[src/rtl/vga_timing_gen.sv]
// Combined horizontal/vertical VGA timing generator with a frame-boundary
// reprogrammable timing set, programmable sync polarity and frame counter.
module vga_timing_gen #(
  parameter int W        = 12,
  parameter int FCW      = 16,
  parameter int H_ACTIVE = 640,
  parameter int H_FP     = 16,
  parameter int H_SYNC   = 96,
  parameter int H_BP     = 48,
  parameter int V_ACTIVE = 480,
  parameter int V_FP     = 10,
  parameter int V_SYNC   = 2,
  parameter int V_BP     = 33,
  parameter int H_POL    = 0,
  parameter int V_POL    = 0
) (
  input  logic           clk,
  input  logic           rst,
  input  logic           enable,
  input  logic           cfg_valid,
  output logic           cfg_ready,
  input  logic [4*W-1:0] cfg_h,
  input  logic [4*W-1:0] cfg_v,
  input  logic [1:0]     cfg_pol,
  output logic           cfg_err,
  output logic           hsync,
  output logic           vsync,
  output logic           hactive,
  output logic           vactive,
  output logic           de,
  output logic [W-1:0]   x,
  output logic [W-1:0]   y,
  output logic           next_line,
  output logic           next_frame,
  output logic [FCW-1:0] frame_count
);

  typedef struct packed {
    logic [W-1:0] act;
    logic [W-1:0] fp;
    logic [W-1:0] sync;
    logic [W-1:0] bp;
  } axis_t;

  localparam logic [W+1:0]   MAX_TOT = {2'b01, {W{1'b0}}};
  localparam logic [W+1:0]   ONE_T   = {{(W+1){1'b0}}, 1'b1};
  localparam logic [W-1:0]   ONE_P   = {{(W-1){1'b0}}, 1'b1};
  localparam logic [FCW-1:0] ONE_F   = {{(FCW-1){1'b0}}, 1'b1};
  localparam axis_t DEF_H = '{act: W'(H_ACTIVE), fp: W'(H_FP), sync: W'(H_SYNC), bp: W'(H_BP)};
  localparam axis_t DEF_V = '{act: W'(V_ACTIVE), fp: W'(V_FP), sync: W'(V_SYNC), bp: W'(V_BP)};
  localparam logic  DEF_HPOL = 1'(H_POL);
  localparam logic  DEF_VPOL = 1'(V_POL);

  function automatic logic [W+1:0] ext(input logic [W-1:0] v);
    return {2'b00, v};
  endfunction

  function automatic logic [W+1:0] axis_total(input axis_t a);
    return ext(a.act) + ext(a.fp) + ext(a.sync) + ext(a.bp);
  endfunction

  // A legal axis has no zero-length field and a total that still fits a W-bit position.
  function automatic logic axis_legal(input axis_t a);
    return (a.act != {W{1'b0}}) && (a.fp != {W{1'b0}}) &&
           (a.sync != {W{1'b0}}) && (a.bp != {W{1'b0}}) &&
           (axis_total(a) <= MAX_TOT);
  endfunction

  logic [W-1:0] hpos, vpos;
  axis_t        live_h, live_v, shd_h, shd_v, new_h, new_v;
  logic         live_hpol, live_vpol, shd_hpol, shd_vpol, pending;
  logic [W+1:0] h_tot, v_tot, hs_start, hs_end, vs_start, vs_end;
  logic         h_last, v_last, hs_on, vs_on, cfg_fire, cfg_good;

  assign new_h    = cfg_h;
  assign new_v    = cfg_v;
  assign h_tot    = axis_total(live_h);
  assign v_tot    = axis_total(live_v);
  assign h_last   = (ext(hpos) == h_tot - ONE_T);
  assign v_last   = (ext(vpos) == v_tot - ONE_T);
  assign hs_start = ext(live_h.act) + ext(live_h.fp);
  assign hs_end   = hs_start + ext(live_h.sync);
  assign vs_start = ext(live_v.act) + ext(live_v.fp);
  assign vs_end   = vs_start + ext(live_v.sync);
  assign hs_on    = (ext(hpos) >= hs_start) && (ext(hpos) < hs_end);
  assign vs_on    = (ext(vpos) >= vs_start) && (ext(vpos) < vs_end);

  assign hactive    = (hpos < live_h.act);
  assign vactive    = (vpos < live_v.act);
  assign de         = hactive & vactive;
  assign x          = hactive ? hpos : {W{1'b0}};
  assign y          = vactive ? vpos : {W{1'b0}};
  assign hsync      = hs_on ^ ~live_hpol;
  assign vsync      = vs_on ^ ~live_vpol;
  assign next_line  = enable & h_last;
  assign next_frame = next_line & v_last;

  assign cfg_ready = ~pending;
  assign cfg_fire  = cfg_valid & ~pending;
  assign cfg_good  = axis_legal(new_h) & axis_legal(new_v);

  // Raster position and completed-frame counter.
  always_ff @(posedge clk or posedge rst) begin
    if (rst) begin
      hpos        <= {W{1'b0}};
      vpos        <= {W{1'b0}};
      frame_count <= {FCW{1'b0}};
    end else if (enable) begin
      if (h_last) begin
        hpos <= {W{1'b0}};
        if (v_last) begin
          vpos        <= {W{1'b0}};
          frame_count <= frame_count + ONE_F;
        end else begin
          vpos <= vpos + ONE_P;
        end
      end else begin
        hpos <= hpos + ONE_P;
      end
    end
  end

  // Config slot and live timing; a pending shadow set is promoted only at frame end.
  always_ff @(posedge clk or posedge rst) begin
    if (rst) begin
      live_h    <= DEF_H;
      live_v    <= DEF_V;
      live_hpol <= DEF_HPOL;
      live_vpol <= DEF_VPOL;
      shd_h     <= DEF_H;
      shd_v     <= DEF_V;
      shd_hpol  <= DEF_HPOL;
      shd_vpol  <= DEF_VPOL;
      pending   <= 1'b0;
      cfg_err   <= 1'b0;
    end else begin
      cfg_err <= cfg_fire & ~cfg_good;
      if (next_frame && pending) begin
        live_h    <= shd_h;
        live_v    <= shd_v;
        live_hpol <= shd_hpol;
        live_vpol <= shd_vpol;
      end
      // A transfer needs pending==0, so it never collides with the promotion above.
      if (cfg_fire && cfg_good) begin
        shd_h    <= new_h;
        shd_v    <= new_v;
        shd_hpol <= cfg_pol[0];
        shd_vpol <= cfg_pol[1];
        pending  <= 1'b1;
      end else if (next_frame) begin
        pending <= 1'b0;
      end
    end
  end

endmodule

[config.mk]
export PLATFORM = sky130hd
export DESIGN_NAME = vga_timing_gen
export DESIGN_NICKNAME = d
export VERILOG_FILES = /design/src/rtl/vga_timing_gen.sv
export SDC_FILE = /design/constraint.sdc
export NUM_CORES = 1
export LEC_CHECK = 0
export BUFFER_PORTS_ARGS = -buffer_cell sky130_fd_sc_hd__buf_2
export CAP_MARGIN = 20
export CORE_MARGIN = 10
export CORE_UTILIZATION = 55
export CTS_BUF_LIST = sky130_fd_sc_hd__clkbuf_16
export DETAILED_ROUTE_END_ITERATION = 6
export GPL_ROUTABILITY_DRIVEN = 0
export PLACE_DENSITY = 0.73
export SLEW_MARGIN = 20
export SYNTH_ARGS = -nofsm -noshare
export SYNTH_HDL_FRONTEND = slang
export SYNTH_SLANG_ARGS = --single-unit
[constraint.sdc]
create_clock -name clk -period 11.34 [get_ports clk]
set_clock_uncertainty 0.1 [all_clocks]
set_input_delay 2.268 -clock clk [delete_from_list [all_inputs] [get_ports clk]]
set_output_delay 2.268 -clock clk [all_outputs]
set_load 0.01 [all_outputs]
# Word level (Yosys, flattened, before mapping)
# Cells that the tools add are included.
[totals]
reg_bits = 238
latch_bits = 0
ram_bits = 0
mem_bits_ro = 0
inputBits = 102
output_inout_bits = 49
wordCells = 93
memories = 0
[classes]
n_addsub = 17
mul = 0
div_mod_pow = 0
order_cmp = 8
eq_ne = 2
shift = 0
muxes = 6
bitwise = 12
n_reduce_logical = 23
[ops]
columns = ["op", "count"]
rows = [
  ["nonzero test 12 bit", 8],
  ["adder 13 x 12 -> 14 bit", 4],
  ["adder 14 x 12 -> 14 bit", 4],
  ["adder 12 x 12 -> 13 bit", 4],
  ["two-way mux 12 bit", 4],
  ["equality test 12 x 14 -> 1 bit", 2],
  ["less-or-equal comparator 14 x 13 -> 1 bit (second input constant)", 2],
  ["< comparator 12 x 14 -> 1 bit", 2],
  ["subtractor 14 x 1 -> 14 bit (second input constant)", 2],
  [">= comparator 12 x 13 -> 1 bit", 2],
  ["adder 12 x 1 -> 12 bit (second input constant)", 2],
  ["< comparator 12 bit", 2],
  ["adder 16 x 1 -> 16 bit (second input constant)", 1],
  ["logical AND 1 bit", 12],
  ["AND 1 bit", 6],
  ["inverter 1 bit", 4],
  ["AND reduction 3 bit", 1],
  ["two-way mux 1 bit", 2],
  ["AND reduction 2 bit", 1],
  ["nonzero test 2 bit", 1],
  ["XOR 1 bit", 2],
]

# Logic depth before layout (Yosys ltp)
# Gate-level depths: netlist of the first run.
[depth]
ltp_word = 9
ltp_mapped = 32
depth_no_buf = 30

# Least setup slack after synthesis of the first run
# No wires, ideal clock.
[synth_timing]
path_type = "flip-flop to output port"
startpoint = "register live_h[36] (netlist bit)"
endpoint = "output port next_line"
arrival_time_ns = 5.589
required_time_ns = 8.972
path_slack_ns = 3.383
path_stages_with_launch = 27
path_buffers = 1
cell_sequence = "dfrtp_1 > ha_1 > inv_1 > fa_1 > nor2b_1 > o21a_1 > o21ai_0 > a211oi_1 > a21o_1 > xor2_1 > ha_1 > a21oi_1 > o21ai_0 > a21oi_1 > nor2b_1 > o21a_1 > or2_2 > ha_1 > inv_1 > ha_1 > xor2_1 > or4_1 > o311ai_0 > o31ai_1 > or4_4 > inv_2 > clkbuf_1"
[synth_between]
elab_chain_cells = 6
[synth_lines]
columns = ["item", "line_no", "text"]
rows = [
  ["start: declaration", "70", "axis_t live_h, live_v, shd_h, shd_v, new_h, new_v;"],
  ["start signal: assignment", "139", "live_h <= shd_h;"],
  ["adder 12 x 12 -> 13 bit", "59", "return ext(a.act) + ext(a.fp) + ext(a.sync) + ext(a.bp);"],
  ["adder 13 x 12 -> 14 bit", "59", ""],
  ["adder 14 x 12 -> 14 bit", "59", ""],
  ["subtractor 14 x 1 -> 14 bit", "79", "assign h_last = (ext(hpos) == h_tot - ONE_T);"],
  ["equality test 12 x 14 -> 1 bit", "79", ""],
  ["AND 1 bit", "95", "assign next_line = enable & h_last;"],
  ["end: declaration", "33", "output logic next_line,"],
]
# Every way passes these cells.

# Final worst setup path of the first run
[layout_timing]
startpoint = "register live_v[36] (netlist bit)"
endpoint = "output port next_frame"
[layout_between]
elab_chain_cells = 6
[layout_lines]
columns = ["item", "line_no", "text"]
rows = [
  ["start: declaration", "70", ""],
  ["start signal: assignment", "140", "live_v <= shd_v;"],
  ["adder 12 x 12 -> 13 bit", "59", ""],
  ["adder 13 x 12 -> 14 bit", "59", ""],
  ["adder 14 x 12 -> 14 bit", "59", ""],
  ["subtractor 14 x 1 -> 14 bit", "80", "assign v_last = (ext(vpos) == v_tot - ONE_T);"],
  ["equality test 12 x 14 -> 1 bit", "80", ""],
  ["AND 1 bit", "96", "assign next_frame = next_line & v_last;"],
  ["end: declaration", "34", "output logic next_frame,"],
]
# Every way passes these cells.

==> metrics.md, run 1 <==
| Metric | Value |
|---|---|
| Unrepaired setup endpoints after global routing | `false` |
| Number of buffers and inverters on the critical path | `3` |
| Synth top cells by count | `dfrtp_1, ha_1, mux2_2` |
| Setup crit start kind | `register` |
| Avg Vias per Cell | `5.83` |
| Initial antenna violation count | `0` |
| Placed Cells | `2151` |
| Worst setup EP type | `primary output` |
| Slew HR | `roughly 28%` |
| IO Count | `approximately 150` |
| Routed vias | `12.8k` |
| Final Setup Violations | `0` |
| Type of the worst setup path | `register to primary output` |
| Power Dens Cells | `117 nW/um^2` |
| Synth Register Bits | `238` |
| Worst EP required | `8.97 ns` |
| Ys flop type | `dfrtp_1` |
| Fin crit period | `around 9.5 ns` |
| TritonCTS Buffers | `26` |
| Post-synth EDFFs | `0` |
| Clk sinks | `238` |
| Dpl hpwl | `34.2 mm` |
| Final worst-path cycle share | `83.5%` |
| Pleak | `around 9.8 nW` |
| CP max stage delay | `about 0.45 ns` |
| Post-route DRC | `0` |
| Max Cap Violations | `0` |
| Post-CTS Resized | `0` |
| Die area | `39100 um^2` |
| Area leader, netlist | `dfrtp_1` |
| Worst Min Path Start | `frame_count[15]` |
| Die Wd | `198 um` |
| CP max FO | `11` |
| Share of cells above drive strength 1 | `25.1%` |
| First-pass GRT wire length | `between 60 and 70 mm` |
| Post-synth cell types | `77` |
| Post-CTS Setup Inserts | `0` |
| Area Growth Syn to Fin | `11.3%` |
| CP Data Arrival Time | `7.10 ns` |
| Post-synth top area share | `between 20% and 30%` |
| Core area | `31400 um^2` |
| # nets final | `2126` |
| Synth Area per Inst | `10.7 um^2` |
| Area contributors post-synth | `dfrtp_1, ha_1, mux2_2, fa_1, dfstp_2` |
| Cts hold-fix bufs | `0` |
| Top cell by count, worst path | `ha_1` |
| Largest net degree at the start of global routing | `102` |
| Fin Setup TNS | `0 ns` |
| Post-Synthesis Cell Area | `approximately 17000 um^2` |
| TritonCTS clock tree | `built` |
| Avg WL per Cell | `just under 20 um` |
| Congestion Overflow GR | `0` |
| Post-Route WL | `43.4 mm` |
| Worst Tran Pin Value | `1.08 ns` |
| Syn Inst Count | `1626` |
| Worst min path class | `register to register` |
| Hold Vio Cnt, Final | `0` |
| Max Freq | `approximately 0.11 GHz` |
| Starting Density | `55.3%` |
| DIE HEIGHT | `198 um` |
| CP delay by family, top | `compound AO/OA/AOI/OAI gates` |
| Worst r2r src | `live_h[36]` |
| Row cnt | `65` |
| Total Routing Usage GR | `22.1%` |
| Number of global-route vias before repair | `between 10k and 15k` |
| Fill cell count | `2599` |
| CP max stage cell | `and4bb_1` |
| WL met3 | `between 2 and 2.5 mm` |
| Outcome | `complete, no violations` |
| Async set-reset flop share out of synthesis | `100%` |
| Worst skew pair latency | `0.55 ns` |
| Peak supply drop | `a little under 80 uV` |
| Top-count cell post-synth | `dfrtp_1` |
| Initial DRC count | `715` |
| Seq/Total Area, Yosys | `34.5%` |
| Clock transition at path regs | `approximately 0.06 ns` |
| Uppermost layer routed | `met4` |
| Post-route ant nets | `0` |
| Slew Viols, Final | `0` |
| Root Driver | `clkbuf_16` |
| Yosys warning total | `0` |
| Final Non-Filler Cells | `2200` |
| WL met2 | `19.8 mm` |
| Synth Net Count | `1975` |
| I/O Buffers | `150` |
| DRT Pass-1 Iters | `5` |
| Maximum clock path buffer count | `3` |
| H-tree depth | `1` |
| CP Launch Point | `live_v[36]` |
| M1 WL | `20.2 mm` |
flip-flops by register name, summed over array words and instances (netlist names):
signal,count
shd_vpol,1
vpos,12
shd_hpol,1
live_hpol,1
pending,1
live_vpol,1
frame_count,16
live_v,48
cfg_err,1
shd_h,48
shd_v,48
hpos,12
live_h,48
logic make-up after synthesis:
kind of cell,synth area share (%)
simple gates,11.3
compound gates,10.7
mux,13.4
fa+ha+maj,20.1
flops,34.5
xor+xnor,5.90
buf+inv,4.13
power breakdown:
group	switching, mW	total, mW	internal [mW]
clock network	0.346	0.820	0.474
logic	0.315	0.544	0.229
registers	0.0381	0.898	0.860
cell usage in the layout, fill, tap and decap left out, types with 41 or more instances in the layout:
cell type	instances
ha_1	193
inv_1	147
dfrtp_1	206
fa_1	54
a21oi_1	74
o21ai_0	67
nand2_1	58
xor2_1	65
xnor2_1	52
mux2_2	189
nor2_1	62
a21o_1	41
buf_2	150
layout make-up:
cell class / instances / area (um^2) / share of cell area [%]
Tap cell: 402 / 503 / 2.60
Antenna cell: 1 / 2.50 / 0.0129
Clock inverter: 21 / 150 / 0.777
Timing Repair Buffer: 156 / 796 / 4.12
Clock buffer: 27 / 676 / 3.49
Multi-Input combinational cell: 1213 / 10700 / 55.2
Sequential cell: 238 / 6000 / 31.0
Inverter: 142 / 541 / 2.80
path summary, 6_finish.rpt:
path | to | slack, ns | depth (start not counted)
worst max-delay path | next_frame | 1.87 | 28
worst min-delay path | frame_count[15] | 0.37 | 1
worst max register to register | live_h[19] | 3.81 | 27
worst min register to register | frame_count[15] | 0.37 | 1
max in group asynchronous | shd_h[38] | 7.24 | 4
min in group asynchronous | frame_count[1] | 1.75 | 2
metal layers:
layer,GRT usage (%),vias to the layer above
li1,-,6125
met4,5.30,0
met5,0,-
met1,30.7,6345
met3,3.97,54
met2,35.1,310
per-stage QoR:
step	power [mW]	setup WS, ns	util (%)	instance area [um^2]	hold WS [ns]
4_1_cts	2.28	1.90	61.6	19300	0.380
3_3_place_gp	1.44	2.68	58.9	18500	0.353
5_1_grt	2.38	1.06	61.6	19300	0.386
3_5_place_dp	1.45	2.49	58.9	18500	0.371
6_report	2.26	1.87	61.6	19300	0.367
2_1_floorplan	1.27	2.49	-	17400	0.375
(Power assumes the default switching activity.)
==> run 2, diff against run 1 <==
- clock period: 11.34 -> 9.6 ns (I/O delays scaled with it)
==> run 2 against run 1 <==
Setup slack lost 1.4 ns. Non-clock buffer count grew 1. Combinational power up 19%. Clock-buffer cell count is the same. Cell area hardly changed. Clock power rose by 17%. Largest cell class unchanged. Die area stayed put.
==> metrics.md, run 2 (synthesized netlist as in run 1, its figures left out) <==
| Metric | Value |
|---|---|
| Outcome | `complete, no violations` |
| Worst EP required | `7.58 ns` |
| Hold Path Sink | `frame_count[15]` |
| Worst R2R End | `live_h[30]` |
| Final Setup Violations | `0` |
| Worst min path class | `register to register` |
| Share of cells above drive strength 1 | `between 20 and 30%` |
| Ant. Diodes | `0` |
| Initial antenna violation count | `0` |
| DIE HEIGHT | `198 um` |
| Post-route ant nets | `0` |
| Avg WL per Cell | `19.8 um` |
| Pleak | `9.75 nW` |
| Cts hold-fix bufs | `0` |
| H-tree depth | `1` |
| Area Growth Syn to Fin | `11.4%` |
| I/O Buffers | `150` |
| Reg2Reg Depth | `27` |
| Peak supply drop | `90.8 uV` |
| Congestion Overflow GR | `0` |
| IO Count | `151` |
| Initial DRC count | `between 700 and 800` |
| Core area | `~31000 um^2` |
| CP max FO | `15` |
| CP Data Arrival Time | `7.09 ns` |
| Largest net degree at the start of global routing | `~130` |
| Clock transition at path regs | `0.06 ns` |
| # nets final | `2127` |
| Die Wd | `around 200 um` |
| CP max stage cell | `or4_4` |
| Fill cell count | `2600` |
| Hold Path Cell Cnt | `1` |
| Maximum clock path buffer count | `3` |
| Final worst-path cycle share | `between 90% and 100%` |
| TritonCTS clock tree | `built` |
| Worst skew pair latency | `approximately 0.55 ns` |
| Post-CTS Setup Inserts | `0` |
| First-pass GRT wire length | `70.0 mm` |
| Total power | `2.66 mW` |
| Type of the worst setup path | `register to primary output` |
| Root Driver | `clkbuf_16` |
| Fin Setup TNS | `0 ns` |
| Most common cell after layout, fill and taps aside | `dfrtp_1` |
| Slew Viols, Final | `0` |
| Post-CTS Resized | `0` |
| Worst Tran Pin Value | `1.02 ns` |
| Slew HR | `31.2%` |
| Number of global-route vias before repair | `13.3k` |
| Total Routing Usage GR | `22.2%` |
| Power Dens Cells | `138 nW/um^2` |
| CP delay by family, top | `compound AO/OA/AOI/OAI gates` |
| TritonCTS Buffers | `26` |
| Post-Route WL | `43.5 mm` |
| Avg Vias per Cell | `5.87` |
| Max Freq | `around 0.11 GHz` |
| Worst Min Path Start | `frame_count[15]` |
| Clk sinks | `238` |
| Fin crit period | `9.11 ns` |
| Top cell by count, worst path | `ha_1` |
| Hold Vio Cnt, Final | `0` |
| Post-route DRC | `0` |
| Starting Density | `55.3%` |
| Setup crit start kind | `register` |
| R2R setup slack | `2.12 ns` |
| Number of buffers and inverters on the critical path | `5` |
| Max Cap Violations | `0` |
| Most frequent cells in the layout | `dfrtp_1, ha_1, mux2_2` |
| Worst r2r src | `live_h[36]` |
| Routed vias | `12.9k` |
| Worst setup EP type | `primary output` |
| CP max stage delay | `0.64 ns` |
| Row cnt | `65` |
| Unrepaired setup endpoints after global routing | `false` |
| Die area | `around 39000 um^2` |
| Dpl hpwl | `~34 mm` |
| DRT Pass-1 Iters | `4` |
==> run 2: report_power, final <==
| group | internal, mW | switching (mW) | leakage (nW) |
|---|---|---|---|
| registers | 1.02 | 0.0455 | 3.17 |
| logic | 0.273 | 0.373 | 6.16 |
| clock network | 0.537 | 0.421 | 0.422 |
==> run 2: how the worst max path moves through the flow <==
stage | from | end | slack, ns | depth (start not counted)
2_1_floorplan | rst | cfg_err | 1.10 | 1
3_3_place_gp | live_h[36] | next_frame | 1.28 | 28
3_5_place_dp | live_h[36] | next_frame | 1.03 | 28
4_1_cts | live_h[36] | next_frame | 0.44 | 28
5_1_grt | live_h[36] | next_frame | 0.04 | 28
6_report | live_h[36] | next_frame | 0.49 | 28
==> run 2: metrics by stage <==
| stage | hold WS (ns) | setup slack [ns] | std cells | utilization [%] | cell area (um^2) |
|---|---|---|---|---|---|
| after floorplan | 0.375 | 1.10 | 1626 | - | 17400 |
| after global placement | 0.353 | 1.28 | 2151 | 58.9 | 18500 |
| after detailed placement | 0.357 | 1.03 | 2152 | 59.0 | 18500 |
| after CTS | 0.369 | 0.442 | 2200 | 61.6 | 19300 |
| after global routing | 0.405 | 0.0354 | 2200 | 61.6 | 19300 |
| final | 0.361 | 0.488 | 2200 | 61.6 | 19300 |
==> run 2: final cells by class <==
type / count / area (um^2) / share of cell area [%]
Clock buffer: 27 / 676 / 3.49
Clock inverter: 21 / 135 / 0.699
Inverter: 142 / 542 / 2.80
Multi-Input combinational cell: 1213 / 10700 / 55.2
Sequential cell: 238 / 6000 / 31.0
Tap cell: 402 / 503 / 2.60
Timing Repair Buffer: 157 / 816 / 4.22
==> run 2: layer usage <==
metal	share of wire, %	track usage, %	vias up
met4	1.4	4.58	0
met5	0	0	-
met3	5.6	3.75	49
li1	-	-	6130
met2	46	35.6	292
met1	47	30.9	6453
==> run 2: worst register-to-register path: stages (launching register included) <==
cell and delay [ns]:
dfrtp_1 0.38, ha_1 0.19, inv_1 0.06, fa_1 0.40, nor2b_1 0.18, o21a_1 0.14, o21ai_0 0.10, a211oi_1 0.32
a21o_1 0.18, xor2_1 0.20, ha_1 0.32, a21oi_1 0.21, o21ai_0 0.19, a21oi_1 0.22, nor2b_1 0.08, o21a_1 0.18
or2_2 0.31, ha_1 0.28, inv_1 0.04, ha_1 0.35, xor2_1 0.21, or4_1 0.42, o311ai_0 0.10, o31ai_1 0.19
nor4_4 0.52, nand3_4 0.61, buf_4 0.54, mux2_2 0.34
==> run 3, diff against run 2 <==
- clock period: 9.6 -> 9.1 ns (I/O delays scaled with it)
==> run 3 against run 2 <==
Sequential power rose by 6%. Utilization up 0.29 points. Clock power up 15%. Setup slack worse by 0.060 ns. Total power up 8.9%. Critical path depth stayed put. Largest cell class unchanged.
==> metrics.md, run 3 (synthesized netlist as in run 1, its figures left out) <==
| Metric | Value |
|---|---|
| Final Setup Violations | `0` |
| Fin crit period | `8.67 ns` |
| Sw Share | `30.7%` |
| Max Freq | `0.115 GHz` |
| Die area | `39100 um^2` |
| First-pass GRT wire length | `68.7 mm` |
| Die Wd | `198 um` |
| CP max stage delay | `around 0.64 ns` |
| Worst Tran Pin Value | `1.04 ns` |
| Slew HR | `29.8%` |
| Worst skew pair latency | `0.55 ns` |
| Type of the worst setup path | `register to primary output` |
| CP max FO | `11` |
| Sequential power share | `38.5%` |
| Post-route ant nets | `0` |
| Maximum clock path buffer count | `3` |
| Starting Density | `55.3%` |
| Number of global-route vias before repair | `~13k` |
| Row cnt | `between 60 and 70` |
| Largest net degree at the start of global routing | `between 100 and 150` |
| CP max stage cell | `or4_4` |
| TritonCTS Buffers | `26` |
| Dpl hpwl | `approximately 34 mm` |
| GR Layer Usage met3 | `3.92%` |
| Number of buffers and inverters on the critical path | `5` |
| GR Util met1 | `30.6%` |
| CP delay by family, top | `compound AO/OA/AOI/OAI gates` |
| Congestion Overflow GR | `0` |
| Post-route cell area | `slightly below 20000 um^2` |
| Worst EP required | `7.18 ns` |
| Worst setup EP type | `primary output` |
| Unrepaired setup endpoints after global routing | `false` |
| Dpl cell area | `18500 um^2` |
| Avg Vias per Cell | `5.82` |
| Clk pwr share | `38.0%` |
| Hold Vio Cnt, Final | `0` |
| Post-route DRC | `0` |
| Fin Setup TNS | `0 ns` |
| Total Routing Usage GR | `21.8%` |
| Pleak | `9.78 nW` |
| Avg WL per Cell | `19.4 um` |
| Slew Viols, Final | `0` |
| IO Count | `between 150 and 200` |
| Post-Route WL | `42.7 mm` |
| Outcome | `complete, no violations` |
| Final worst-path cycle share | `~95%` |
| Most frequent cells in the layout | `dfrtp_1, ha_1, mux2_2` |
| Core area | `31400 um^2` |
| I/O Buffers | `150` |
| Final Non-Filler Cells | `2202` |
| Share of cells above drive strength 1 | `25.8%` |
| DIE HEIGHT | `198 um` |
| Most common cell after layout, fill and taps aside | `dfrtp_1` |
| Clk sinks | `238` |
| # nets final | `2129` |
| Routed vias | `approximately 13k` |
| Setup crit start kind | `register` |
| Initial DRC count | `686` |
| GRT Max-Usage Layer | `met2` |
| Top cell by count, worst path | `ha_1` |
| H-tree depth | `1` |
| DRT Pass-1 Iters | `5` |
| Root Driver | `clkbuf_16` |
| Initial antenna violation count | `0` |
| Clock transition at path regs | `around 0.060 ns` |
| TritonCTS clock tree | `built` |
| CP Data Arrival Time | `6.75 ns` |
| Power Dens Cells | `149 nW/um^2` |
| Max Cap Violations | `0` |
| Met2 Usage GRT | `approximately a third` |
| Peak supply drop | `102 uV` |
| Switching pwr | `0.890 mW` |
| Placed Cells | `around 2.2k` |
| Logic pwr share | `23.5%` |
| Worst min path class | `register to register` |
| Area Growth Syn to Fin | `11.9%` |
| Cts hold-fix bufs | `0` |
| Ant. Diodes | `0` |
| Internal power | `2.01 mW` |
[run 3: changes by cell type in the layout (fill, tap and decap cells not counted), sizes merged]
| cell | before | now |
|---|---|---|
| clkinv | 12 | 11 |
| bufinv | 1 | 4 |
| inv | 149 | 147 |
| buf | 157 | 159 |
[run 3: routing by layer]
layer,vias to the layer above,routed length (um)
li1,6151,-
met1,6260,20400
met2,332,19000
met3,71,2420
met4,0,850
met5,-,0
[run 3: through the flow]
step / hold slack, ns / total power [mW] / utilization (%) / setup slack [ns]
after floorplan: 0.375 / 1.58 / - / 0.702
after detailed placement: 0.352 / 1.81 / 59.0 / 0.751
after CTS: 0.365 / 2.91 / 61.8 / 0.148
after global placement: 0.353 / 1.79 / 59.0 / 0.987
after global routing: 0.373 / 3.04 / 61.9 / 0.0118
final: 0.359 / 2.90 / 61.9 / 0.427
[run 3: cell type report]
cell class	instances	area (um^2)
Timing Repair Buffer	159	818
Clock buffer	27	676
Sequential cell	238	6000
Multi-Input combinational cell	1213	10700
Fill cell	2519	12000
Clock inverter	21	211
Inverter	142	541
Tap cell	402	503
[run 3: power groups by stage]
stage / clock, mW / sequential, mW / combinational [mW]
floorplan: 0 / 1.11 / 0.467
global placement: 0 / 1.14 / 0.658
detailed placement: 0 / 1.13 / 0.677
CTS: 1.11 / 1.12 / 0.682
global route: 1.16 / 1.12 / 0.762
finish: 1.10 / 1.12 / 0.683
[run 3: path summary, 6_finish.rpt]
check,startpoint,end,slack (ns),cells past startpoint
setup / recovery,live_h[36],next_frame,0.43,28
hold / removal,frame_count[15],frame_count[15],0.36,1
setup reg to reg,live_h[36],live_h[31],1.66,27
hold reg to reg,frame_count[15],frame_count[15],0.36,1
max in group asynchronous,rst,shd_h[24],6.14,3
min in group asynchronous,rst,frame_count[13],1.26,2
[run 3: repair_timing]
| item | 4_1_cts | 5_1_grt |
|---|---|---|
| endpoints found under the setup margin | 0 | 2 |
| buffers inserted | 0 | 1 |
| resized for setup | 0 | 7 |
